[src/rtl/fpnew_pkg.sv]
// Shared FPnew definitions: IEEE exception status flags and common sizing limits.
package fpnew_pkg;

    typedef struct packed {
        logic NV;
        logic DZ;
        logic OF;
        logic UF;
        logic NX;
    } status_t;

    localparam int unsigned RESULT_BUF_MAX_DEPTH = 16;

endpackage

[src/rtl/fpnew_result_buffer.sv]
// In-order result FIFO behind an FPU opgroup block, with sticky accrued-exception flags.
// Define FPNEW_RESULT_BYPASS_EN for a zero-latency combinational path when the buffer is empty.
module fpnew_result_buffer
    import fpnew_pkg::*;
#(
    parameter int unsigned Width   = 32,
    parameter int unsigned Depth   = 4,
    parameter type         TagType = logic
) (
    input  logic                       clk_i,
    input  logic                       rst_i,
    input  logic                       flush_i,
    input  logic                       in_valid_i,
    output logic                       in_ready_o,
    input  logic [Width-1:0]           result_i,
    input  status_t                    status_i,
    input  logic                       extension_bit_i,
    input  TagType                     tag_i,
    output logic                       out_valid_o,
    input  logic                       out_ready_i,
    output logic [Width-1:0]           result_o,
    output status_t                    status_o,
    output logic                       extension_bit_o,
    output TagType                     tag_o,
    output status_t                    fflags_o,
    input  logic                       fflags_clr_i,
    output logic [$clog2(Depth+1)-1:0] usage_o,
    output logic                       busy_o
);

    localparam int unsigned PtrW = $clog2(Depth);
    localparam int unsigned CntW = $clog2(Depth + 1);

    if (Depth < 2 || Depth > RESULT_BUF_MAX_DEPTH) begin : g_depth_check
        $error("fpnew_result_buffer: Depth must be within 2..RESULT_BUF_MAX_DEPTH");
    end

    typedef struct packed {
        logic [Width-1:0] result;
        status_t          status;
        logic             ext_bit;
        TagType           tag;
    } entry_t;

    entry_t          mem [Depth];
    logic [PtrW-1:0] wr_ptr, rd_ptr;
    logic [CntW-1:0] count;
    status_t         fflags_q;

    entry_t in_entry, head;
    logic   bypass, push, pop, mem_pop, write, accept;

    function automatic logic [PtrW-1:0] ptr_inc(input logic [PtrW-1:0] ptr);
        return (ptr == PtrW'(Depth - 1)) ? '0 : ptr + 1'b1;
    endfunction

    assign in_entry = {result_i, status_i, extension_bit_i, tag_i};

`ifdef FPNEW_RESULT_BYPASS_EN
    // Reset is included so data outputs read 0 while reset is held.
    assign bypass = (count == '0) && !flush_i && !rst_i;
`else
    assign bypass = 1'b0;
`endif

    // Full blocks acceptance outright; a same-cycle pop does not free a slot early.
    assign in_ready_o  = (count != CntW'(Depth));
    assign push        = in_valid_i && in_ready_o;
    assign out_valid_o = bypass ? in_valid_i : (count != '0);
    assign pop         = out_valid_o && out_ready_i;
    assign head        = bypass ? in_entry : mem[rd_ptr];

    assign mem_pop = pop && !bypass;
    assign accept  = push && !flush_i;
    assign write   = accept && !(bypass && out_ready_i);

    assign result_o        = head.result;
    assign status_o        = head.status;
    assign extension_bit_o = head.ext_bit;
    assign tag_o           = head.tag;
    assign fflags_o        = fflags_q;
    assign usage_o         = count;
    assign busy_o          = (count != '0);

    // NOTE: sequential state uses non-blocking assignments so every register samples pre-edge values.
    always_ff @(posedge clk_i or posedge rst_i) begin
        if (rst_i) begin
            wr_ptr   <= '0;
            rd_ptr   <= '0;
            count    <= '0;
            fflags_q <= '0;
            // NOTE: the storage is reset because the head entry drives the data outputs directly.
            for (int i = 0; i < int'(Depth); i++) begin
                mem[i] <= '0;
            end
        end else begin
            if (flush_i) begin
                wr_ptr <= '0;
                rd_ptr <= '0;
                count  <= '0;
            end else begin
                if (write) begin
                    mem[wr_ptr] <= in_entry;
                    wr_ptr      <= ptr_inc(wr_ptr);
                end
                if (mem_pop) begin
                    rd_ptr <= ptr_inc(rd_ptr);
                end
                count <= count + CntW'(write) - CntW'(mem_pop);
            end
            // Flags accrue at acceptance; a clear and a same-cycle accepted status combine.
            fflags_q <= (fflags_clr_i ? '0 : fflags_q) | (accept ? status_i : '0);
        end
    end

endmodule

[config.mk]
export PLATFORM = sky130hd
export DESIGN_NAME = fpnew_result_buffer
export DESIGN_NICKNAME = d
export VERILOG_FILES = /design/src/rtl/fpnew_pkg.sv /design/src/rtl/fpnew_result_buffer.sv
export SDC_FILE = /design/constraint.sdc
export NUM_CORES = 1
export LEC_CHECK = 0
export ABC_AREA = 1
export BUFFER_PORTS_ARGS = -buffer_cell sky130_fd_sc_hd__buf_4
export CORE_MARGIN = 3
export CORE_UTILIZATION = 45
export CTS_CLUSTER_DIAMETER = 60
export CTS_CLUSTER_SIZE = 25
export DETAILED_ROUTE_END_ITERATION = 7
export REMOVE_ABC_BUFFERS = 1
export SYNTH_ARGS = -nofsm -noshare
export SYNTH_HDL_FRONTEND = slang
export SYNTH_SLANG_ARGS = --single-unit
[constraint.sdc]
create_clock -name clk_i -period 6.2 [get_ports clk_i]
set_input_delay 0.31 -clock clk_i [delete_from_list [all_inputs] [get_ports clk_i]]
set_output_delay 0.31 -clock clk_i [all_outputs]
set_load 0.1 [all_outputs]
# Yosys cells after proc, flatten, opt, wreduce, memory -nomap -nowiden
# Index checks and enable logic that the tools add are counted.
[op_classes]
n_mux = 15
n_addsub = 4
n_lt_le_gt_ge = 3
reduce_logical = 9
bitwise_logic = 4
n_eq_ne = 3
[op_table]
columns = ["operator", "count"]
rows = [
  ["$bwmux W156", 1],
  ["$mux W39", 3],
  ["$bmux W39 S2", 1],
  ["$demux W39 S2", 1],
  ["$mux W2", 6],
  ["$mux W5", 2],
  ["$ge A3 B3 Y1 const B", 2],
  ["$not A2 Y3", 2],
  ["$or A5 B5 Y5", 1],
  ["$add A2 B1 Y2 const B", 2],
  ["$eq A2 B2 Y1 const B", 2],
  ["$logic_and A1 B1 Y1", 4],
  ["$reduce_bool A2 Y1", 2],
  ["$add A3 B1 Y3", 1],
  ["$lt A3 B1 Y1 const B", 1],
  ["$mux W3", 1],
  ["$ne A3 B3 Y1 const B", 1],
  ["$reduce_bool A3 Y1", 1],
  ["$sub A3 B1 Y3", 1],
  ["$reduce_and A2 Y1", 1],
  ["$logic_not A1 Y1", 1],
  ["$not A1 Y1", 1],
]
[word_totals]
input_bits = 45
register_bits = 168
output_inout_bits = 50
elab_cells = 78

# Logic depth before layout (Yosys ltp)
# Gate-level depths: netlist of the first run.
[depth]
ltp_word = 6
ltp_mapped = 12

# Least setup slack after synthesis of the first run
# No wires, ideal clock.
[synth_path]
kind = "reg2reg"
from = "register count[1], in the netlist usage_o[1]"
to = "register count[2], in the netlist usage_o[2]"
synth_period_minus_slack_ns = 3.222
t_required_ns = 6.080
stages_incl_launch_ff = 13
arrival_time_ns = 3.103
path_slack_ns = 2.978
path_buffers = 0
setup_time_ns = 0.120
path_cell_list = "dfrtp_1 > nor2_2 > nand2_2 > nand2_1 > nor2_1 > inv_1 > ha_1 > inv_1 > ha_1 > inv_1 > fa_1 > xor2_1 > nor2_1"
[synth_via]
elab_chain_cells = 6
[synth_lines]
columns = ["item", "line", "text"]
rows = [
  ["start: declaration", "fpnew_result_buffer.sv:47", "logic [CntW-1:0] count;"],
  ["start signal: assignment", "fpnew_result_buffer.sv:109", "count <= count + CntW'(write) - CntW'(mem_pop);"],
  ["$ne A3 B3 Y1", "fpnew_result_buffer.sv:67", "assign in_ready_o = (count != CntW'(Depth));"],
  ["net in_ready_o", "fpnew_result_buffer.sv:14", "output logic in_ready_o,"],
  ["$logic_and A1 B1 Y1", "fpnew_result_buffer.sv:68", "assign push = in_valid_i && in_ready_o;"],
  ["$logic_and A1 B1 Y1", "fpnew_result_buffer.sv:74", "assign accept = push && !flush_i;"],
  ["$add A3 B1 Y3", "fpnew_result_buffer.sv:109", ""],
  ["$sub A3 B1 Y3", "fpnew_result_buffer.sv:109", ""],
  ["$mux W3", "fpnew_result_buffer.sv:97", "if (flush_i) begin"],
]
# The timed path passes the listed nets, and every way through them passes these cells.
# A chain may end at the register's enable or synchronous reset.

# Worst setup path in the final report of the first run
[layout_path]
from = "register rd_ptr[0]"
to = "output port result_o[15]"
[layout_via]
elab_chain_cells = 4
[layout_lines]
columns = ["item", "line", "text"]
rows = [
  ["start: declaration", "fpnew_result_buffer.sv:46", "logic [PtrW-1:0] wr_ptr, rd_ptr;"],
  ["start signal: assignment", "fpnew_result_buffer.sv:107", "rd_ptr <= ptr_inc(rd_ptr);"],
  ["$not A2 Y3 (not written as such)", "fpnew_result_buffer.sv:71", "assign head = bypass ? in_entry : mem[rd_ptr];"],
  ["$bmux W39 S2", "fpnew_result_buffer.sv:71", ""],
  ["$mux W39 (not written as such) (2 in a row)", "fpnew_result_buffer.sv:71", ""],
  ["end: declaration", "fpnew_result_buffer.sv:21", "output logic [Width-1:0] result_o,"],
]
# No other way between the ends. The select of a mux whose other input is x is not followed.

==> flow_summary.json, run 1 <==
{
  "cts_buffers": 17,
  "drtIter0Drc": 725,
  "critPathKind": "reg -> out",
  "mostFrequentLayoutCells": "nand2_1, dfrtp_1, nand4_1, buf_4, nor2_1",
  "slew_headroom": 0.2724,
  "portBuffers": 94,
  "mostFrequentLayoutCell": "nand2_1",
  "wl_per_cell_um": 18.95,
  "overflow": 0,
  "fin_crit_sh": 0.4746,
  "met3_length_um": 1594,
  "ys_types": 23,
  "tightest_slew_ns": 1.091,
  "syn_to_final_growth_pct": 16.08,
  "ff2ff_setup_slack_ns": 3.70,
  "critPathMaxFanout": 46,
  "syn_area_um2": 8110,
  "grt_util_all_layers": 0.2463,
  "drive_above_1_share": 0.1445,
  "ys_top_cells_by_area": "dfrtp_1, nand2_1, nand4_1",
  "ys.warnings.count": 0,
  "clockRootBuffer": "clkbuf_16",
  "yosysTopAreaCellShare": 0.5184,
  "fp.dieArea_um2": 19670,
  "pin_count": 95,
  "ant_nets": 0,
  "grt_setup_unrepaired": "no",
  "initial_utilization": 0.4641,
  "cts_sinks": 168,
  "gp_congestion": 0.7371,
  "grt_pass1_vias": 7210,
  "whs_ns": -0.006984,
  "drv_slew": 0,
  "reg2reg_depth": 12,
  "drcViolationCount": 0,
  "syn_inst": 995,
  "cts_resized": 0,
  "grt_max_degree": 105,
  "violations": "negative hold slack",
  "crit_arrival_ns": 2.63,
  "cts_max_path_buffers": 2,
  "wl_met1_um": 10890,
  "end_kind": "output pin",
  "place_hpwl_um": 12260,
  "tns_ns": 0,
  "setup_violations": 0,
  "cts_max_level": 4,
  "skew_ns": 0.008195,
  "num_antenna_cells": 0,
  "clkTransAtPathRegs_ns": 0.06,
  "ys_seq_area_frac": 0.5184,
  "hold_class": "in -> async",
  "core_um2": 17480,
  "required_ns": 5.89,
  "highest_layer": "met4",
  "fin_nets": 1085,
  "ys_ff_latch": 168,
  "dr.pass1.iters": 5,
  "tritoncts": "built",
  "fin_crit_ns": 2.942,
  "grt_pass1_wl_um": 38890,
  "cts_setup_buffers": 0,
  "yosys.area.top_type": "dfrtp_1",
  "antenna_found_initial": 0,
  "final_hold_viol_count": 1,
  "row_count": 48,
  "r2r_end": "usage_o[2]$_DFF_PP0_",
  "viasPerCell": 5.813,
  "regToRegStartpoint": "usage_o[1]$_DFF_PP0_",
  "status": "complete, but fails checks",
  "startpoint": "rd_ptr[0]$_DFFE_PP0P_",
  "maxCapViolCount": 0,
  "wl_um": 24060,
  "fp.dieW_um": 140.3,
  "avgSynthCellArea_um2": 8.151,
  "start_kind": "flip-flop",
  "die_y_um": 140.3,
  "dr_wl_met2_um": 11240,
  "clkLatencyLatePin_ns": 0.43,
  "vias": 7383,
  "fmax_ghz": 0.3399,
  "cts_hold_buf": 0
}
==> worst max-delay path by stage <==
stage / to / slack, ns / depth (start not counted)
after floorplan: fflags_o[0]$_DFF_PP0_ / 1.34 / 1
after global placement: mem[129]$_DFFE_PP0P_ / 3.69 / 6
after detailed placement: mem[127]$_DFFE_PP0P_ / 3.63 / 6
after CTS: result_o[15] / 3.26 / 5
after global routing: result_o[15] / 3.09 / 5
final: result_o[15] / 3.26 / 5
==> per-stage QoR <==
step                hold slack [ns]  area (um^2)    util  worst slack (ns)  cells
finish                    -0.006984         9414  0.5387             3.258   1270
global route                0.06241         9414  0.5387             3.091   1270
CTS                         0.04491         9414  0.5387             3.263   1270
detailed placement           0.4601         8787  0.5028             3.628   1238
global placement             0.4576         8787  0.5028             3.688   1238
floorplan                    0.3752         7650       -             1.343    901
==> logic make-up (layout without fill, tap and decap cells) <==
logic type               after synthesis  after routing  share of synthesized area
adder cells (fa/ha/maj)                8              8                    0.01327
AND/OR/NAND/NOR                      589            589                     0.3229
flip-flops                           168            168                     0.5184
buffers and inverters                109            159                    0.06387
XOR/XNOR                               1              1                   0.001080
AO/OA/AOI/OAI                        120            120                    0.08053
==> registers in the layout (all words and copies together) (netlist names) <==
| signal | flops |
|---|---|
| wr_ptr | 2 |
| mem | 156 |
| usage_o | 3 |
| fflags_o | 5 |
| rd_ptr | 2 |
==> cell usage after synthesis <==
cell type / n
nand3_1: 1
xor2_1: 1
nand2_2: 1
fa_1: 1
buf_2: 26
a21oi_2: 1
buf_6: 1
clkinv_2: 1
inv_2: 2
nor2_2: 1
o22ai_1: 39
nor3_1: 1
clkbuf_1: 40
o21ai_0: 79
nand4_1: 160
dfrtp_1: 168
nand2_1: 341
ha_1: 7
buf_4: 18
inv_1: 12
o21ai_1: 1
nor2_1: 84
buf_1: 9
==> cell type report <==
cell class,count,area [um^2]
fill,1670,8063
sequential,168,4205
multi-input combinational,718,3396
timing repair buffer,112,840.8
clock buffer,24,511.7
tap,225,281.5
clock inverter,8,115.1
inverter,15,63.81
==> worst max-delay path, stage by stage (launching register included) <==
cell and delay, ns:
dfrtp_2 0.41, inv_2 0.47, buf_4 0.56, o21ai_0 0.15, o22ai_1 0.25, buf_4 0.35
==> per-layer routing <==
layer	up-vias	GRT usage
met5	-	0
met4	0	0.07343
met3	31	0.04677
met2	252	0.3818
met1	3628	0.3540
li1	3472	-
Power of run 1 is left out: the tool's default activity adds up to more than one toggle a clock period on the data nets, which glitch-free logic cannot reach.
==> run 2: changes to the inputs <==
Clock period 6.2 ns to 2.8 ns, I/O delays scaled along.
==> flow_summary.json, run 2 (synthesized netlist as in run 1, its figures left out) <==
{
  "fp.dieArea_um2": 19670,
  "maxCapViolCount": 0,
  "ir_worst_vdd_v": 0.001204,
  "cts_buffers": 17,
  "die_y_um": 140.3,
  "vias": 7560,
  "drive_above_1_share": 0.1460,
  "critPathMaxFanout": 39,
  "portBuffers": 94,
  "cts_max_level": 4,
  "swShare": 0.5347,
  "num_antenna_cells": 0,
  "antenna_found_initial": 0,
  "overflow": 0,
  "crit_arrival_ns": 2.28,
  "mostFrequentLayoutCell": "nand2_1",
  "skew_ns": 0.005855,
  "p_comb_frac": 0.548,
  "syn_to_final_growth_pct": 22.60,
  "fmax_ghz": 0.4135,
  "grt_setup_unrepaired": "no",
  "cts_hold_buf": 42,
  "mostFrequentLayoutCells": "nand2_1, dfrtp_1, nand4_1, buf_4, nor2_1",
  "clkLatencyLatePin_ns": 0.42,
  "start_kind": "flip-flop",
  "required_ns": 2.66,
  "hold_class": "in -> reg",
  "p_per_area_nw_per_um2": 1414,
  "place_inst": 1247,
  "grt_util_all_layers": 0.2522,
  "leakagePower_nw": 5.096,
  "drtIter0Drc": 622,
  "fp.dieW_um": 140.3,
  "cts_setup_buffers": 0,
  "ant_nets": 0,
  "viasPerCell": 5.723,
  "drcViolationCount": 0,
  "dr.pass1.iters": 5,
  "wl_per_cell_um": 18.46,
  "fin_nets": 1136,
  "core_um2": 17480,
  "clockRootBuffer": "clkbuf_16",
  "grt_pass1_wl_um": 39890,
  "regMostFlops": "mem",
  "post_layout_nonfiller_instances": 1321,
  "slew_headroom": 0.5364,
  "place_hpwl_um": 13160,
  "largest_register_ffs": 156,
  "pin_count": 95,
  "wl_um": 24390,
  "tightest_slew_ns": 0.6954,
  "cts_resized": 0,
  "p_sw_w": 0.007518,
  "drv_slew": 0,
  "cts_sinks": 168,
  "tritoncts": "built",
  "row_count": 48,
  "clkTransAtPathRegs_ns": 0.07,
  "setup_violations": 0,
  "final_hold_viol_count": 0,
  "critPathKind": "reg -> out",
  "initial_utilization": 0.4641,
  "grt_max_degree": 93,
  "status": "finished, final reports clean",
  "grt_pass1_vias": 7369,
  "clock_power_share": 0.173,
  "fin_crit_sh": 0.8638,
  "end_kind": "output pin",
  "fin_crit_ns": 2.419,
  "seq_power_share": 0.279,
  "gp_congestion": 0.7557,
  "cts_max_path_buffers": 2,
  "whs_ns": 0.01593,
  "power.internal_w": 0.006543
}
==> run 2: cell types whose count changed in the layout (fill, tap and decap cells not counted), moves of 4 or more <==
cell | previous run | this run
buf_12 | 0 | 5
buf_4 | 112 | 116
clkbuf_8 | 6 | 2
clkinvlp_4 | 0 | 4
dlygate4sd3_1 | 0 | 42
==> run 2: final timing paths <==
check,start,endpoint,slack [ns],cells after the start
setup / recovery,rd_ptr[0]$_DFFE_PP0P_,result_o[24],0.38,5
hold / removal,fflags_clr_i,fflags_o[4]$_DFF_PP0_,0.02,4
setup reg to reg,usage_o[1]$_DFF_PP0_,usage_o[2]$_DFF_PP0_,0.41,12
hold reg to reg,mem[51]$_DFFE_PP0P_,mem[51]$_DFFE_PP0P_,0.47,2
max in group asynchronous,rst_i,mem[113]$_DFFE_PP0P_,1.53,4
min in group asynchronous,rst_i,mem[16]$_DFFE_PP0P_,0.37,3
==> run 2: cell type report <==
cell class                      count  area (um^2)
Clock buffer                       20        456.7
Inverter                           15        63.81
Sequential cell                   168         4205
Multi-Input combinational cell    718         3396
Tap cell                          225        281.5
Clock inverter                     12        148.9
Timing Repair Buffer              163         1391
Fill cell                        1613         7533
==> run 2: per-stage QoR <==
stage,instance area [um^2],utilization,power (W),setup slack [ns],TNS [ns]
floorplan,7650,-,0.009723,-1.928,-652.15
global placement,8917,0.5102,0.01156,0.4548,0
detailed placement,8917,0.5102,0.01161,0.4040,0
CTS,9943,0.5689,0.01413,0.3812,0
global route,9943,0.5689,0.01480,0.1203,0
finish,9943,0.5689,0.01406,0.3814,0
==> run 2: critical path, stage by stage, from the launching register on <==
cell     delay (ns)
dfrtp_2        0.58
inv_2          0.11
buf_4          0.38
o21ai_0        0.15
o22ai_1        0.26
buf_4          0.35
==> run 2: per-layer routing <==
layer  vias up  global-route usage  wire length (um)
met5         -                   0                 0
met4         0             0.08516               452
met3        39             0.04438              1408
met2       260              0.3921             11460
met1      3679              0.3594             11070
li1       3582                   -                 -
==> run 2: power groups by stage <==
stage | registers, W | logic (W) | clock network [W]
3_3_place_gp | 0.00394 | 0.00762 | 0
2_1_floorplan | 0.00406 | 0.00566 | 0
5_1_grt | 0.00403 | 0.00820 | 0.00257
3_5_place_dp | 0.00394 | 0.00767 | 0
4_1_cts | 0.00392 | 0.00773 | 0.00248
6_report | 0.00392 | 0.00771 | 0.00243
Power figures use the tool's default switching activity.
==> run 3: changes to the inputs <==
Clock period 2.8 ns to 3.1 ns, I/O delays scaled along.
==> flow_summary.json, run 3 (synthesized netlist as in run 1, its figures left out) <==
{
  "status": "finished, final reports clean",
  "cts_resized": 0,
  "grt_pass1_vias": 7364,
  "critPathTopFamily": "buffers and inverters",
  "final_hold_viol_count": 0,
  "slowest_stage": "dfrtp_2",
  "initial_utilization": 0.4641,
  "place_hpwl_um": 12640,
  "clockRootBuffer": "clkbuf_16",
  "drtIter0Drc": 653,
  "drcViolationCount": 0,
  "pre_cts_ws_ns": 0.6921,
  "setup_ws_ns": 0.4517,
  "hold_class": "in -> reg",
  "grt_setup_unrepaired": "no",
  "vias": 7498,
  "crit_top_cell": "buf_4",
  "cts_sinks": 168,
  "fin_area_um2": 9844,
  "grt_pass1_wl_um": 39210,
  "setup_violations": 0,
  "clkTransAtPathRegs_ns": 0.07,
  "critPathKind": "reg -> out",
  "ant_nets": 0,
  "path_buf_inv": 3,
  "crit_chain": "inv_2 -> buf_4 -> o21ai_0 -> o22ai_1 -> buf_4",
  "fp.dieW_um": 140.3,
  "drv_slew": 0,
  "utilization": 0.5633,
  "max_stage_delay_ns": 0.69,
  "fmax_ghz": 0.3776,
  "cts_max_level": 4,
  "viasPerCell": 5.741,
  "antenna_found_initial": 0,
  "row_count": 48,
  "dr.pass1.iters": 5,
  "cts_buffers": 17,
  "wl_per_cell_um": 18.36,
  "skew_ns": 0.008777,
  "maxCapViolCount": 0,
  "grt_util_all_layers": 0.2477,
  "fin_crit_ns": 2.648,
  "seqCellArea_um2": 4205,
  "fin_crit_sh": 0.8543,
  "dpl-instance-area_um2": 8892,
  "wl_um": 23980,
  "required_ns": 2.94,
  "grt_max_degree": 106,
  "drive_above_1_share": 0.1415,
  "gp_congestion": 0.7593,
  "critPathMaxFanout": 48,
  "cts_hold_buf": 33,
  "multi_input_area_um2": 3396,
  "end_kind": "output pin",
  "pin_count": 95,
  "die_y_um": 140.3,
  "syn_to_final_growth_pct": 21.38,
  "mostFrequentLayoutCells": "nand2_1, dfrtp_1, nand4_1, buf_4, nor2_1",
  "cts_setup_buffers": 0,
  "largest_register_ffs": 156,
  "clkLatencyLatePin_ns": 0.42,
  "tightest_slew_ns": 1.128,
  "num_antenna_cells": 0,
  "fillers": 1644,
  "cts_max_path_buffers": 2,
  "fp.dieArea_um2": 19670,
  "tritoncts": "built",
  "portBuffers": 94,
  "core_um2": 17480,
  "mostFrequentLayoutCell": "nand2_1",
  "overflow": 0,
  "slew_headroom": 0.2480,
  "fin_nets": 1122,
  "start_kind": "flip-flop",
  "regMostFlops": "mem",
  "crit_arrival_ns": 2.49
}
run 3: path summary, 6_finish.rpt:
| kind | startpoint | end | slack [ns] | depth (start not counted) |
|---|---|---|---|---|
| setup / recovery | rd_ptr[0]$_DFFE_PP0P_ | status_o[4] | 0.45 | 5 |
| hold / removal | result_i[28] | mem[35]$_DFFE_PP0P_ | 0.02 | 3 |
| setup reg to reg | usage_o[1]$_DFF_PP0_ | usage_o[2]$_DFF_PP0_ | 0.70 | 12 |
| hold reg to reg | mem[85]$_DFFE_PP0P_ | mem[85]$_DFFE_PP0P_ | 0.47 | 2 |
| max in group asynchronous | rst_i | mem[103]$_DFFE_PP0P_ | 1.92 | 4 |
| min in group asynchronous | rst_i | mem[94]$_DFFE_PP0P_ | 0.44 | 3 |
run 3: layout make-up:
type                    instances  share of cell area
repair buffers                149              0.1296
clock inverters                 9             0.01500
well taps                     225             0.02860
inverters                      15            0.006482
clock buffers                  22             0.04817
multi-input cells             718              0.3449
flip-flops and latches        168              0.4272
run 3: metrics by stage:
stage,hold WS (ns),std cells,setup TNS (ns)
after floorplan,0.2202,901,-544.48
after global placement,0.3517,1242,0
after detailed placement,0.3430,1242,0
after CTS,0.0009122,1306,0
after global routing,0.0006801,1306,0
final,0.01561,1306,0
run 3: routing by layer:
metal | up-vias | part of all wire | GRT usage
met5 | - | 0 | 0
met3 | 30 | 0.059 | 0.04882
met1 | 3699 | 0.45 | 0.3498
met4 | 0 | 0.013 | 0.07955
met2 | 220 | 0.47 | 0.3868
li1 | 3549 | - | -
run 3: worst min-delay path, cell delays in order:
cell	delay (ns)
buf_4	0.11
nand4_1	0.08
nand2_1	0.06
Power of run 3 is left out for the same reason.
